==> config.mk <==
export PLATFORM = sky130hd
export DESIGN_NAME = rsa_modexp_flat
export DESIGN_NICKNAME = d
export VERILOG_FILES = /design/src/rtl/rsa_pkg.sv /design/src/rtl/rsa_modexp_if.sv /design/src/rtl/rsa_modexp_mod_mult.sv /design/src/rtl/rsa_modexp.sv /design/src/flat_wrapper.sv
export SDC_FILE = /design/constraint.sdc
export NUM_CORES = 1
export LEC_CHECK = 0
export CAP_MARGIN = 20
export CORE_MARGIN = 2
export CORE_UTILIZATION = 60
export DETAILED_ROUTE_END_ITERATION = 6
export GPL_ROUTABILITY_DRIVEN = 0
export PLACE_DENSITY_LB_ADDON = 0.15
export SKIP_LAST_GASP = 1
export SLEW_MARGIN = 10
export SYNTH_ARGS = -nofsm -noshare
export SYNTH_HDL_FRONTEND = slang
export SYNTH_SLANG_ARGS = --single-unit
==> constraint.sdc <==
create_clock -name clk -period 16.1 [get_ports clk]
set_input_delay 4.025 -clock clk [delete_from_list [all_inputs] [get_ports clk]]
set_output_delay 4.025 -clock clk [all_outputs]
set_load 0.01 [all_outputs]
==> src/rtl/rsa_pkg.sv <==
// Shared types for the modular exponentiation datapath.
package rsa_pkg;

  localparam int unsigned WORD_WIDTH_DEFAULT = 32;

  typedef logic [WORD_WIDTH_DEFAULT-1:0] word_t;

  typedef enum logic [2:0] {
    IDLE  = 3'd0,
    CHECK = 3'd1,
    STEP  = 3'd2,
    MUL   = 3'd3,
    TEST  = 3'd4,
    SQR   = 3'd5,
    DONE  = 3'd6
  } state_t;

endpackage

==> src/rtl/rsa_modexp_if.sv <==
// start/done request bus for the modular exponentiation block.
interface rsa_modexp_if
  import rsa_pkg::*;
#(
  parameter int unsigned WORD_WIDTH = WORD_WIDTH_DEFAULT
);

  logic                  start;
  logic [WORD_WIDTH-1:0] base;
  logic [WORD_WIDTH-1:0] exponent;
  logic [WORD_WIDTH-1:0] modulus;
  logic                  busy;
  logic                  done;
  logic                  error;
  logic [WORD_WIDTH-1:0] result;

  modport master (
    output start, base, exponent, modulus,
    input  busy, done, error, result
  );

  modport slave (
    input  start, base, exponent, modulus,
    output busy, done, error, result
  );

endinterface

==> src/rtl/rsa_modexp_mod_mult.sv <==
// Bit-serial interleaved modular multiplier: p = a*b mod n, one bit of a per cycle.
module mod_mult #(
  parameter int unsigned WORD_WIDTH = 32
) (
  input  logic                  clk,
  input  logic                  rst,
  input  logic                  start,
  input  logic [WORD_WIDTH-1:0] a,
  input  logic [WORD_WIDTH-1:0] b,
  input  logic [WORD_WIDTH-1:0] n,
  output logic                  done,
  output logic [WORD_WIDTH-1:0] p
);

  localparam int unsigned ACC_W = WORD_WIDTH + 2;
  localparam int unsigned CNT_W = $clog2(WORD_WIDTH + 1);

  logic [WORD_WIDTH-1:0] a_q;
  logic [WORD_WIDTH-1:0] b_q;
  logic [WORD_WIDTH-1:0] n_q;
  logic [ACC_W-1:0]      acc_q;
  logic [CNT_W-1:0]      cnt_q;
  logic                  active_q;
  logic [ACC_W-1:0]      sum_c;
  logic [ACC_W-1:0]      red1_c;
  logic [ACC_W-1:0]      acc_c;

  // One iteration: double, add b for the current MSB of a, then reduce (acc < 3n so two subtracts suffice).
  always_comb begin
    sum_c  = (acc_q << 1) + (a_q[WORD_WIDTH-1] ? ACC_W'(b_q) : '0);
    red1_c = (sum_c >= ACC_W'(n_q)) ? (sum_c - ACC_W'(n_q)) : sum_c;
    acc_c  = (red1_c >= ACC_W'(n_q)) ? (red1_c - ACC_W'(n_q)) : red1_c;
  end

  // Operand latch, iteration counter and done pulse; start is ignored while active.
  always_ff @(posedge clk or posedge rst) begin
    if (rst) begin
      a_q      <= '0;
      b_q      <= '0;
      n_q      <= '0;
      acc_q    <= '0;
      cnt_q    <= '0;
      active_q <= 1'b0;
      done     <= 1'b0;
    end else begin
      done <= 1'b0;
      if (active_q) begin
        acc_q <= acc_c;
        a_q   <= a_q << 1;
        cnt_q <= cnt_q - CNT_W'(1);
        if (cnt_q == CNT_W'(1)) begin
          active_q <= 1'b0;
          done     <= 1'b1;
        end
      end else if (start) begin
        a_q      <= a;
        b_q      <= b;
        n_q      <= n;
        acc_q    <= '0;
        cnt_q    <= CNT_W'(WORD_WIDTH);
        active_q <= 1'b1;
      end
    end
  end

  assign p = acc_q[WORD_WIDTH-1:0];

endmodule

==> src/rtl/rsa_modexp.sv <==
// Right-to-left square-and-multiply modular exponentiation, one multiply in flight at a time.
module rsa_modexp
  import rsa_pkg::*;
#(
  parameter int unsigned WORD_WIDTH = WORD_WIDTH_DEFAULT
) (
  input  logic         clk,
  input  logic         rst,
  rsa_modexp_if.slave  bus
);

  state_t                state_q, state_d;
  logic [WORD_WIDTH-1:0] b_q, b_d;
  logic [WORD_WIDTH-1:0] x_q, x_d;
  logic [WORD_WIDTH-1:0] n_q, n_d;
  logic [WORD_WIDTH-1:0] r_q, r_d;
  logic [WORD_WIDTH-1:0] result_q, result_d;
  logic                  error_q, error_d;
  logic                  done_q, done_d;
  logic                  busy_q, busy_d;
  logic                  mm_start_q, mm_start_d;
  logic [WORD_WIDTH-1:0] mm_a_c;
  logic                  mm_done;
  logic [WORD_WIDTH-1:0] mm_p;

  // Square uses b*b, multiply uses r*b.
  assign mm_a_c = (state_q == SQR) ? b_q : r_q;

  mod_mult #(
    .WORD_WIDTH (WORD_WIDTH)
  ) u_mod_mult (
    .clk   (clk),
    .rst   (rst),
    .start (mm_start_q),
    .a     (mm_a_c),
    .b     (b_q),
    .n     (n_q),
    .done  (mm_done),
    .p     (mm_p)
  );

  // Next-state and next-register values.
  always_comb begin
    state_d    = state_q;
    b_d        = b_q;
    x_d        = x_q;
    n_d        = n_q;
    r_d        = r_q;
    result_d   = result_q;
    error_d    = error_q;
    busy_d     = busy_q;
    done_d     = 1'b0;
    mm_start_d = 1'b0;
    unique case (state_q)
      IDLE: begin
        if (bus.start) begin
          b_d     = bus.base;
          x_d     = bus.exponent;
          n_d     = bus.modulus;
          error_d = 1'b0;
          busy_d  = 1'b1;
          state_d = CHECK;
        end
      end
      CHECK: begin
        // Trivial outcomes are parked in r so DONE has a single result source.
        if ((n_q == '0) || (b_q >= n_q)) begin
          error_d = 1'b1;
          r_d     = '0;
          state_d = DONE;
        end else if (n_q == WORD_WIDTH'(1)) begin
          r_d     = '0;
          state_d = DONE;
        end else if (x_q == '0) begin
          r_d     = WORD_WIDTH'(1);
          state_d = DONE;
        end else begin
          r_d     = WORD_WIDTH'(1);
          state_d = STEP;
        end
      end
      STEP: begin
        if (x_q[0]) begin
          mm_start_d = 1'b1;
          state_d    = MUL;
        end else begin
          state_d = TEST;
        end
      end
      MUL: begin
        if (mm_done) begin
          r_d     = mm_p;
          state_d = TEST;
        end
      end
      TEST: begin
        if (x_q[WORD_WIDTH-1:1] == '0) begin
          state_d = DONE;
        end else begin
          mm_start_d = 1'b1;
          state_d    = SQR;
        end
      end
      SQR: begin
        if (mm_done) begin
          b_d     = mm_p;
          x_d     = x_q >> 1;
          state_d = STEP;
        end
      end
      DONE: begin
        result_d = r_q;
        done_d   = 1'b1;
        busy_d   = 1'b0;
        state_d  = IDLE;
      end
      default: begin
        state_d = IDLE;
      end
    endcase
  end

  // State and datapath registers.
  always_ff @(posedge clk or posedge rst) begin
    if (rst) begin
      state_q    <= IDLE;
      b_q        <= '0;
      x_q        <= '0;
      n_q        <= '0;
      r_q        <= '0;
      result_q   <= '0;
      error_q    <= 1'b0;
      done_q     <= 1'b0;
      busy_q     <= 1'b0;
      mm_start_q <= 1'b0;
    end else begin
      state_q    <= state_d;
      b_q        <= b_d;
      x_q        <= x_d;
      n_q        <= n_d;
      r_q        <= r_d;
      result_q   <= result_d;
      error_q    <= error_d;
      done_q     <= done_d;
      busy_q     <= busy_d;
      mm_start_q <= mm_start_d;
    end
  end

  assign bus.busy   = busy_q;
  assign bus.done   = done_q;
  assign bus.error  = error_q;
  assign bus.result = result_q;

endmodule

==> src/flat_wrapper.sv <==
// flat-port wrapper written by rule: the top's interface ports become plain ports
module rsa_modexp_flat import rsa_pkg::*;
#(
  parameter int unsigned WORD_WIDTH = WORD_WIDTH_DEFAULT
)
  (clk, rst, bus_start, bus_base, bus_exponent, bus_modulus, bus_busy, bus_done, bus_error, bus_result);
  rsa_modexp_if #(.WORD_WIDTH(WORD_WIDTH)) bus_i ();
  input  logic clk;
  input  logic rst;
  input wire logic [$bits(bus_i.start)-1:0] bus_start;
  input wire logic [$bits(bus_i.base)-1:0] bus_base;
  input wire logic [$bits(bus_i.exponent)-1:0] bus_exponent;
  input wire logic [$bits(bus_i.modulus)-1:0] bus_modulus;
  output wire logic [$bits(bus_i.busy)-1:0] bus_busy;
  output wire logic [$bits(bus_i.done)-1:0] bus_done;
  output wire logic [$bits(bus_i.error)-1:0] bus_error;
  output wire logic [$bits(bus_i.result)-1:0] bus_result;
  assign bus_i.start = bus_start;
  assign bus_i.base = bus_base;
  assign bus_i.exponent = bus_exponent;
  assign bus_i.modulus = bus_modulus;
  assign bus_busy = bus_i.busy;
  assign bus_done = bus_i.done;
  assign bus_error = bus_i.error;
  assign bus_result = bus_i.result;
  rsa_modexp #(.WORD_WIDTH(WORD_WIDTH)) u_core (.clk(clk), .rst(rst), .bus(bus_i));
endmodule
**Word level (Yosys, flattened, before mapping)**

Index checks and enable logic that the tools add are counted.

- Output and inout port bits: 35
- Bits of input ports: 99
- Word-level logic and storage cells: 96
- Register bits after elaboration: 304

- Magnitude comparators: 3
- Reductions and logical operators: 17
- Eq/ne operators: 12
- Bitwise operators: 1
- $add $sub $neg: 4
- Muxes and demuxes: 42

Operators by type and width:

| operator | count |
|---|---|
| $mux W32 | 9 |
| $pmux W32 S2 | 3 |
| $mux W33 | 3 |
| $ge A34 B32 Y1 | 2 |
| $logic_not A32 Y1 | 2 |
| $add A34 B32 Y34 | 1 |
| $mux W34 | 1 |
| $sub A34 B32 Y34 | 1 |
| $sub A33 B32 Y33 | 1 |
| $eq A32 B1 Y1 const B | 1 |
| $ge A32 B32 Y1 | 1 |
| $logic_not A31 Y1 | 1 |
| $mux W3 | 7 |
| $pmux W3 S6 | 1 |
| $mux W1 | 12 |
| $mux W6 | 2 |
| $reduce_bool A2 Y1 | 5 |
| $eq A3 B3 Y1 const B | 3 |
| $reduce_and A3 Y1 | 3 |
| $reduce_and A2 Y1 | 4 |
| $eq A3 B2 Y1 const B | 2 |
| $eq A6 B1 Y1 const B | 1 |
| $ne A2 B2 Y1 const B | 3 |
| $pmux W1 S2 | 3 |
| 7 further kinds | 7 |

**Depth between registers and ports, before layout**

Gate-level depths: netlist (run 1).

- Depth after elaboration: 7
- Depth in mapped cells: 37
- Gate-level depth less buffers: 34

**Modules after synthesis**

A second synthesis (run 1) with hierarchy kept.

- Cells, all modules: 2,173
- Area total of the unflattened synthesis: 20,065.5 µm²

By module, submodules not included:

| module | area each (µm²) | times used | sequential area each (µm²) | cells each |
|---|---|---|---|---|
| mod_mult | 12,077.8 | 1 | 3,428.3 | 1,443 |
| rsa_modexp | 7,987.7 | 1 | 4,179.0 | 730 |

**Least setup slack after synthesis (run 1)**

Ideal clock, no wire load.

- Path kind: register to register
- Start point: register u_core.u_mod_mult.a_q[31]
- End point: register u_core.u_mod_mult.acc_q[31]
- Data arrival time: 8.232 ns
- Stages on the path, launching flop included: 37
- Slack: 7.742 ns
- Required time: 15.974 ns
- Setup time: 0.126 ns
- Path buffers: 4
- Period minus slack after synthesis: 8.358 ns
- Path through: dfrtp_1 clkbuf_1 and2_1 ha_1 fa_1 a211oi_1 nor2_1 o31ai_1 o221ai_1 or4b_1 a31o_2 a21oi_1 xnor2_1 ha_1 and3_1 nand3_1 nor4_1 a221oi_1 o211ai_1 or3_1 buf_2 clkbuf_1 nor2_1 a21oi_1 ha_1 nor2b_1 o31a_1 o31ai_1 a21oi_1 or2_1 a2111oi_0 nor2_1 a2111oi_4 a31o_4 buf_6 nor3_1 a221o_1

- Word-level cells in the longest chain between the ends: 7
- Elaborated cells between the ends (all ways): 9
- Classes of those cells: add/sub: 3; order compare: 2; mux: 4

Ends and longest elaborated chain:

| what | line | RTL |
|---|---|---|
| from (decl) | rsa_modexp_mod_mult.sv:18 | `logic [WORD_WIDTH-1:0] a_q;` |
| from (signal assigned) | rsa_modexp_mod_mult.sv:49 | `a_q <= a_q << 1;` |
| $mux W32 * | rsa_modexp_mod_mult.sv:30 | `sum_c = (acc_q << 1) + (a_q[WORD_WIDTH-1] ? ACC_W'(b_q) : '0);` |
| $add A34 B32 Y34 * | rsa_modexp_mod_mult.sv:30 |  |
| $sub A34 B32 Y34 / $ge A34 B32 Y1 (equally long branches) | rsa_modexp_mod_mult.sv:31 | `red1_c = (sum_c >= ACC_W'(n_q)) ? (sum_c - ACC_W'(n_q)) : sum_c;` |
| $mux W34 * | rsa_modexp_mod_mult.sv:31 |  |
| $sub A33 B32 Y33 / $ge A34 B32 Y1 (equally long branches) | rsa_modexp_mod_mult.sv:32 | `acc_c = (red1_c >= ACC_W'(n_q)) ? (red1_c - ACC_W'(n_q)) : red1_c;` |
| $mux W33 * | rsa_modexp_mod_mult.sv:32 |  |
| $mux W33 * | rsa_modexp_mod_mult.sv:47 | `if (active_q) begin` |
| to (signal assigned) | rsa_modexp_mod_mult.sv:41 | `acc_q <= '0;` |
| to (signal assigned) | rsa_modexp_mod_mult.sv:48 | `acc_q <= acc_c;` |
| to (signal assigned) | rsa_modexp_mod_mult.sv:59 | `acc_q <= '0;` |
| to (decl) | rsa_modexp_mod_mult.sv:21 | `logic [ACC_W-1:0] acc_q;` |

Every way passes the cells marked *; elsewhere a longest branch is shown, timed or not.
A chain may end at the register's enable or synchronous reset.

**Worst setup path in the final report (run 1)**

- Start point: register u_core.u_mod_mult.a_q[31]
- End point: register u_core.u_mod_mult.acc_q[19]

The elaborated chain is that of the path after synthesis.

==> impl_results.md, run 1 <==
* Die area at 33800 um2
* WS Path Type: reg2reg
* Worst R2R Start: u_core.u_mod_mult.a_q[31]
* Seq/Total Area, Yosys at 39.2%
* Design area at ~22000 um2
* Post_cts resized at 0
* Post-synth EDFFs at 0
* Status: finished, final reports clean
* Nets at around 2500
* Core Footprint at ~32000 um2
* Final setup margin at 5.98 ns
* Synth area leaders: dfrtp_1 39%, ha_1 8.3%, a21oi_1 6.2%
* Synth Area in Adders at 8.62%
* Dpl hpwl at 41600 um
* H-tree levels at 1
* Final hold violation count at 0
* Slew HR at 32.5%
* Async set-reset flop share out of synthesis at 100%
* Root cell of the clock tree: clkbuf_16
* CTS Sinks at 304
* Post-CTS Setup Inserts at 0
* Worst reg2reg setup slack at 5.98 ns
* Die width at 184 um
* Crit-path max cell delay at 0.67 ns
* Crit path arrival time at 10.62 ns
* DRT iter0 DRCs at between 1500 and 2000
* Antenna Nets Post-Route at 0
* Post-Synth Simple-Gate Area at 16.4%
* Period utilization at 62.8%
* Vias per std cell at roughly 6.4
* DP Area at 21000 um2
* Final WL at 56900 um
* CP endpoint: u_core.u_mod_mult.acc_q[19]
* Area leader, netlist: dfrtp_1
* Ant. Diodes at 0
* Highest clock rate at 98.9 MHz
* Top fanout value on the critical path at 32
* Cells after synthesis at 2217
* Worst Max-Slew Pin Slew at 1.01 ns
* Synth top area share at 39.2%
* CP Data Required Time at between 15 and 20 ns
* Vias in the first global route at 16500
* CTS clock-pin slew for the worst setup and hold paths at 0.07 ns
* Clk buf depth at 3
* Worst Setup Start Kind: flip-flop
* Die Height at 184 um
* Initial DRT Pass Iterations at 6
* Unrepaired setup endpoints after global routing: false
* Most frequent cell after synthesis: nand2_1
* Std cell rows at 65
* Worst path slowest cell: o31ai_1
* Leading register cell type out of synthesis: dfrtp_1
* Io pins at around 130
* Synthesis Warnings at 0
* Worst min path class: reg2reg
* Starting Density at 61.2%
* Largest family of logic cells by synthesized area: compound AO/OA/AOI/OAI gates
* Hold Buf Count CTS at 0
* Setup WS pre-CTS at ~6.3 ns
* IO Port Bufs at 133
* Layout cells sized above 1 at 7.01%
* Post-synth top cells: 309 x nand2_1, 304 x dfrtp_1, 241 x a21oi_1, 164 x o21ai_0, 155 x nor2_1
* Avg Inst Size Synth at 8.76 um2
* Multiplexer share of the synthesized area at 7.40%
* Clk Latency, worst-skew pair at 0.56 ns
* Path depth of the worst reg2reg path at 33
* Synthesized net count at 2448
* Post-route DRC at 0
* Initial antenna violation count at 0
* Worst setup EP type: flip-flop
* First-pass GRT wire length at 88200 um
* FF+latch count, synth at 304
* Total Neg Setup Slack at 0 ns
* Reg-to-Reg End: u_core.u_mod_mult.acc_q[19]
* Distinct cell type count after synthesis at between 80 and 90
* Max Slew Vio Count at 0
* Xor and xnor area share after synthesis at 3.38%
* Hold Crit Start: u_core.bus.result[5]
* Critical path origin: u_core.u_mod_mult.a_q[31]
* Total CTS buffers at 31
* WL per Instance at 21.0 um
* Total track usage at 33.2%
* Worst Clk Skew at 0.0125 ns
* Maximum Capacitance Violations at 0
* Largest net degree at the start of global routing at roughly 130
* Post-Synthesis Cell Area at around 19000 um2
* Global route total overflow at 0
* DR vias at approximately 17000
* Final Critical Period at 10.12 ns
* CTS tree: yes
* Post-synthesis compound-gate area fraction at approximately a fifth
* Layout Area Growth over Synthesis at 13.5%
* Final setup vio count at 0
## area by class of cell
type / count / area (um2)
clock inverter: 15 / 186
sequential: 304 / 7610
inverter: 101 / 387
tap: 402 / 503
clock buffer: 41 / 873
fill: 2491 / 9670
multi-input combinational: 1697 / 11000
timing repair buffer: 152 / 1480
## registers in the layout, summed over array words and instances, names as in the netlist
name and count:
u_core.u_mod_mult.cnt_q 6, u_core.bus.result 32, u_core.x_q 32, u_core.u_mod_mult.acc_q 33, u_core.u_mod_mult.a_q 32, u_core.state_q 3
u_core.r_q 32, u_core.bus.busy 1, u_core.u_mod_mult.done 1, u_core.b_q 32, u_core.u_mod_mult.b_q 32, u_core.n_q 32
u_core.bus.done 1, u_core.u_mod_mult.active_q 1, u_core.u_mod_mult.n_q 32, u_core.bus.error 1, u_core.mm_start_q 1
## worst max-delay path, delay by kind of cell (launching register included)
family	cells	cell delay (ns)
buffers and inverters	2	0.75
AOI/OAI and AO/OA	15	4.20
muxes	1	0.39
xor gates and xnor gates	1	0.15
DFF	1	0.45
adders and majority gates	4	1.41
and+or+nand+nor	10	2.67
## cells by family (layout without fill, tap and decap cells)
logic type               after synthesis  after routing
adder cells (fa/ha/maj)              132            132
AND/OR/NAND/NOR                      704            704
buffers and inverters                216            309
multiplexers                         137            137
AO/OA/AOI/OAI                        649            649
flip-flops                           304            304
XOR/XNOR                              75             75
## how the worst min path moves through the flow
stage / endpoint / slack (ns) / cells past startpoint
floorplan: u_core.u_mod_mult.cnt_q[5] / 0.44 / 1
global placement: u_core.u_mod_mult.cnt_q[5] / 0.46 / 1
detailed placement: u_core.bus.result[21] / 0.46 / 2
CTS: u_core.bus.result[15] / 0.48 / 2
global route: u_core.bus.result[21] / 0.49 / 2
finish: u_core.bus.result[5] / 0.47 / 2
## placed cells by master (no fill, tap or decap), types with 19 or more instances in the layout
master,count
clkdlybuf4s50_1,133
mux2_2,51
o21ai_0,163
dfrtp_1,303
o21a_1,19
a21o_1,45
nand2_1,308
nand3_1,70
inv_1,99
and2_1,32
nor2_1,154
clkbuf_16,31
xor2_1,22
xnor2_1,53
nor4_1,20
a22o_1,33
mux2i_1,84
ha_1,129
a21oi_1,240
## per-layer routing
metal  vias up  wire length (um)  track usage, %
li1       8015                 -               -
met1      8270             23400            43.7
met2       795             25700            53.2
met3       210              4180            4.95
met4         0              3530            17.9
met5         -                 0               0
## per-stage QoR
step / std cells / utilization, % / hold WS [ns]
final: 2712 / 69.5 / 0.473
after floorplan: 2217 / - / 0.435
after global placement: 2655 / 66.1 / 0.456
after CTS: 2711 / 69.5 / 0.477
after global routing: 2712 / 69.5 / 0.490
after detailed placement: 2655 / 66.1 / 0.461
Power of run 1 is left out: the tool's default activity adds up to more than one toggle a clock period on the data nets, which glitch-free logic cannot reach.
==> inputs of run 2 (changes only) <==
- CORE_UTILIZATION: 60 -> 54
- clock period: 16.1 -> 8.2 ns (I/O delays scaled with it)
==> impl_results.md, run 2 (synthesis results as in run 1) <==
* Worst Max-Slew Pin Slew at around 1.1 ns
* First-pass GRT wire length at between 80000 and 90000 um
* WS Path Type: reg2reg
* Die Height at slightly below 200 um
* Top fanout value on the critical path at 23
* GRT Max-Usage Layer: met2
* DRT iter0 DRCs at 1343
* Most common cell on crit path: buf_4
* H-tree levels at 2
* Post-route DRC at 0
* Period utilization at 96.3%
* Final Critical Period at 7.90 ns
* Design area at 23100 um2
* Layout Area Growth over Synthesis at 19.1%
* CTS tree: yes
* Nets at 2614
* Core Footprint at 35500 um2
* Largest net degree at the start of global routing at 112
* Maximum Capacitance Violations at 0
* CTS clock-pin slew for the worst setup and hold paths at 0.06 ns
* Register bank with the most flops: u_core.u_mod_mult.acc_q
* Io pins at 134
* CTS Sinks at 304
* DP Area at 21800 um2
* Hold path depth at 2
* Initial DRT Pass Iterations at 5
* Die width at 194 um
* Vias per std cell at 6.06
* Total CTS buffers at 34
* Commonest non-fill, non-tap cell in the layout: nand2_1
* Most frequent cells in the layout: 308 x nand2_1, 303 x dfrtp_1, 235 x a21oi_1, 162 x o21ai_0, 154 x nor2_1
* Worst setup EP type: flip-flop
* Starting Density at between 50 and 60%
* Worst Clk Skew at 0.0239 ns
* Hold Buf Count CTS at 0
* DR vias at around 17000
* Vias in the first global route at 17000
* Layout cells sized above 1 at 11.8%
* Slew HR at between 20% and 30%
* Worst path slowest cell: fa_1
* Highest clock rate at 127 MHz
* Max reg flops at 33
* Die area at approximately 38000 um2
* Dpl hpwl at approximately 43000 um
* Antenna Nets Post-Route at 0
* WL per Instance at between 15 and 20 um
* Status: finished, final reports clean
* Total track usage at between 20% and 30%
* Crit path arrival time at 8.28 ns
* Met2 Track Usage GR at 47.0%
* Post-CTS Setup Inserts at 0
* Clk buf depth at 3
* Crit-path max cell delay at 0.43 ns
* Worst Setup Start Kind: flip-flop
* Root cell of the clock tree: clkbuf_16
* Worst min path class: reg2reg
* Global route total overflow at 0
* Final hold violation count at 0
* Path depth of the worst reg2reg path at 33
* Clk Latency, worst-skew pair at 0.52 ns
* Final setup vio count at 0
* Ant. Diodes at 0
* Met3 Use GR at 4.63%
* Met1 Usage GRT at 38.7%
* Final WL at 56900 um
* IO Port Bufs at 133
* Initial antenna violation count at 0
* Max Slew Vio Count at 0
* Std cell rows at 69
* CP Data Required Time at 8.58 ns
==> run 2: cell count changes in the layout (fill, tap and decap cells not counted), sizes merged <==
| cell | before | now |
|---|---|---|
| bufinv | 4 | 2 |
| clkbuf | 41 | 47 |
| clkinvlp | 3 | 1 |
| buf | 19 | 112 |
==> run 2: final cells by class <==
class | instances | area, um2
inverters | 101 | 383
flip-flops and latches | 304 | 7610
fillers | 2936 | 12300
well taps | 461 | 577
multi-input cells | 1697 | 11200
repair buffers | 245 | 2240
clock inverters | 11 | 135
clock buffers | 47 | 991
==> run 2: worst max-delay path, delay by kind of cell (launching register included) <==
kind / cells / cell delay [ns]
flops: 1 / 0.38
buf+inv: 6 / 0.95
fa+ha+maj: 3 / 1.08
xor+xnor: 1 / 0.29
compound gates: 13 / 2.87
simple gates: 9 / 1.91
mux: 1 / 0.29
==> run 2: metal layers <==
metal  share of wire [%]  routed length [um]
met1                  42               24000
met5                   0                   0
met3                 6.3                3590
met4                 5.8                3330
met2                  46               26000
==> run 2: worst paths after layout <==
path	slack (ns)	from	endpoint
setup reg to reg	0.30	u_core.u_mod_mult.a_q[31]	u_core.u_mod_mult.acc_q[27]
max in group asynchronous	4.63	rst	u_core.bus.result[12]
hold reg to reg	0.47	u_core.bus.result[2]	u_core.bus.result[2]
min in group asynchronous	1.90	rst	u_core.bus.done
hold / removal	0.47	u_core.bus.result[2]	u_core.bus.result[2]
setup / recovery	0.30	u_core.u_mod_mult.a_q[31]	u_core.u_mod_mult.acc_q[27]
==> run 2: through the flow <==
step	instances	util [%]	hold slack, ns	setup TNS, ns	setup WS (ns)
2_1_floorplan	2217	-	0.435	0	0.0119
3_3_place_gp	2807	61.4	0.454	0	0.0191
3_5_place_dp	2808	61.5	0.462	-1.10	-0.0732
4_1_cts	2866	64.7	0.476	0	0.0339
5_1_grt	2866	65.2	0.494	-0.0540	-0.0531
6_report	2866	65.2	0.472	0	0.299
==> run 2: what timing repair did <==
item	CTS	global route
endpoints found under the setup margin	31	33
gates resized for setup	2	29
pin swaps	2	4
Power of run 2 is left out for the same reason.
==> inputs of run 3 (changes only) <==
- CORE_UTILIZATION: 54 -> 55
- SYNTH_HIERARCHICAL: unset -> 1
==> impl_results.md, run 3 <==
* Final WL at between 50000 and 60000 um
* Max Slew Vio Count at 0
* Final hold violation count at 0
* Initial DRT Pass Iterations at 6
* Status: finished, final reports clean
* Ant. Diodes at 0
* Async set-reset flop share out of synthesis at 100%
* Die Height at 195 um
* Leading register cell type out of synthesis: dfrtp_1
* Met3 Use GR at 3.40%
* DRT iter0 DRCs at 1527
* Period utilization at 97.3%
* Most frequent cells in the layout: 301 x dfrtp_1, 286 x nand2_1, 162 x o21ai_0, 133 x clkdlybuf4s50_1, 119 x ha_1
* Worst setup EP type: flip-flop
* Met2 Track Usage GR at around half
* Final setup vio count at 0
* Post-synth EDFFs at 0
* Post-Synthesis Cell Area at between 20000 and 25000 um2
* Post-synth top cells: 304 x dfrtp_1, 288 x nand2_1, 166 x o21ai_0, 129 x ha_1
* CTS tree: yes
* Highest clock rate at about 130 MHz
* CTS Sinks at 304
* Synth area leaders: dfrtp_1 38%, ha_1 8.0%, mux2_2 6.2%
* Register bank with the most flops: u_core/u_mod_mult/acc_q
* Worst Setup Start Kind: flip-flop
* WS Path Type: reg2reg
* Hold path depth at 1
* Initial antenna violation count at 1
* Io pins at ~130
* Clk Latency, worst-skew pair at 0.58 ns
* Area leader, netlist: dfrtp_1
* FF+latch count, synth at 304
* Setup WS pre-CTS at -0.200 ns
* Layout Area Growth over Synthesis at 14.3%
* Die area at 38000 um2
* Max reg flops at 33
* Crit path arrival time at 8.44 ns
* Hold Buf Count CTS at 0
* H-tree levels at 1
* Maximum Capacitance Violations at 0
* Worst path slowest cell: or4_1
* Clk buf depth at 3
* Worst Clk Skew at 0.0216 ns
* Hold slack at ~0.47 ns
* Most frequent cell after synthesis: dfrtp_1
* Synthesis Warnings at 6
* Hold Crit Start: u_core/u_mod_mult/cnt_q[5]
* CP Data Required Time at ~8.7 ns
* Vias per std cell at about 6.2
* GRT Max-Usage Layer: met2
* Reg-to-Reg End: u_core/u_mod_mult/acc_q[28]
* Std cell rows at 69
* Root cell of the clock tree: clkbuf_16
* Seq/Total Area, Yosys at 37.9%
* Total CTS buffers at 31
* Layout Utilization at around 64%
* Crit-path max cell delay at 0.58 ns
* Dpl hpwl at 43100 um
* Final setup margin at about 0.22 ns
* Largest net degree at the start of global routing at 128
* Most common cell on crit path: o31a_1
* Worst min path class: reg2reg
* Commonest non-fill, non-tap cell in the layout: dfrtp_1
* Path depth of the worst reg2reg path at 34
* Top fanout value on the critical path at 7
* Vias in the first global route at between 15000 and 20000
* Die width at 195 um
* Worst Max-Slew Pin Slew at 1.01 ns
* Cells after synthesis at 2173
* Nets at 2491
* CTS clock-pin slew for the worst setup and hold paths at ~0.07 ns
* IO Port Bufs at 133
* Starting Density at 56.1%
* Post-route DRC at 0
* Met1 Usage GRT at 40.3%
* Global route total overflow at 0
* Kind of cell adding the most delay to the critical path: compound AO/OA/AOI/OAI gates
* Synthesized net count at around 2400
* Unrepaired setup endpoints after global routing: true
* First-pass GRT wire length at about 90000 um
* Total track usage at 30.0%
* Layout cells sized above 1 at 12.1%
* Hold Path End: u_core/u_mod_mult/cnt_q[5]
* CP Buf/Inv Count at 4
* Distinct cell type count after synthesis at 91
* Worst R2R Start: u_core/u_mod_mult/a_q[31]
* Core Footprint at 35700 um2
* DR vias at 17100
* Slew HR at 33.0%
* Avg Inst Size Synth at 9.23 um2
* Final Critical Period at 7.98 ns
* Antenna Nets Post-Route at 0
* Filler cells at 2990
* WL per Instance at 21.1 um
* Worst reg2reg setup slack at 0.22 ns
* Synth top area share at between 30% and 40%
==> run 3: cell types whose count changed after synthesis, sizes merged, moves of 18 or more <==
cell and change:
a21oi -130, buf +62, clkbuf -40, mux2 +63
mux2i +18, nand2 -20, nand3 -43, nor2 -78
o211ai +33, o21ai +58
==> run 3: through the flow <==
| stage | TNS, ns | cell area, um2 | cells |
|---|---|---|---|
| after floorplan | 0 | 20100 | 2173 |
| after global placement | 0 | 21700 | 2680 |
| after detailed placement | -1.11 | 21700 | 2680 |
| after CTS | 0 | 22700 | 2735 |
| after global routing | -0.156 | 22900 | 2743 |
| final | 0 | 22900 | 2743 |
==> run 3: repair_timing <==
action | in CTS | in global routing
hold endpoints to repair | 0 | 0
cloned | 0 | 0
gates resized for setup | 4 | 36
endpoints found under the setup margin | 27 | 33
buffers inserted | 0 | 7
pin swaps | 0 | 10
==> run 3: routing by layer <==
layer | up-vias | routed length [um]
met3 | 167 | 3340
met2 | 679 | 27100
met1 | 8275 | 24800
met5 | - | 0
li1 | 8019 | -
met4 | 0 | 2670
==> run 3: kinds of logic after synthesis <==
group | synth area share, %
AO/OA/AOI/OAI | 19.7
multiplexers | 11.6
adder cells (fa/ha/maj) | 8.34
XOR/XNOR | 3.06
buffers and inverters | 5.35
flip-flops | 37.9
AND/OR/NAND/NOR | 14.0
==> run 3: how the worst max path moves through the flow <==
| stage | to | startpoint | depth (start not counted) |
|---|---|---|---|
| after floorplan | u_core/u_mod_mult/acc_q[28] | u_core/u_mod_mult/a_q[31] | 31 |
| after CTS | u_core/u_mod_mult/acc_q[28] | u_core/u_mod_mult/a_q[31] | 31 |
| after detailed placement | u_core/u_mod_mult/acc_q[28] | u_core/u_mod_mult/a_q[31] | 32 |
| final | u_core/u_mod_mult/acc_q[28] | u_core/u_mod_mult/a_q[31] | 34 |
| after global placement | u_core/u_mod_mult/acc_q[28] | u_core/u_mod_mult/a_q[31] | 30 |
| after global routing | u_core/u_mod_mult/acc_q[28] | u_core/u_mod_mult/a_q[31] | 35 |
==> run 3: cell type report <==
| class | count | area (um2) | area share [%] |
|---|---|---|---|
| Clock buffer | 48 | 880 | 3.83 |
| Clock inverter | 7 | 88.8 | 0.387 |
| Inverter | 102 | 393 | 1.71 |
| Multi-Input combinational cell | 1630 | 11600 | 50.5 |
| Sequential cell | 304 | 7610 | 33.2 |
| Tap cell | 461 | 577 | 2.51 |
| Timing Repair Buffer | 191 | 1800 | 7.85 |
Power of run 3 is left out for the same reason.
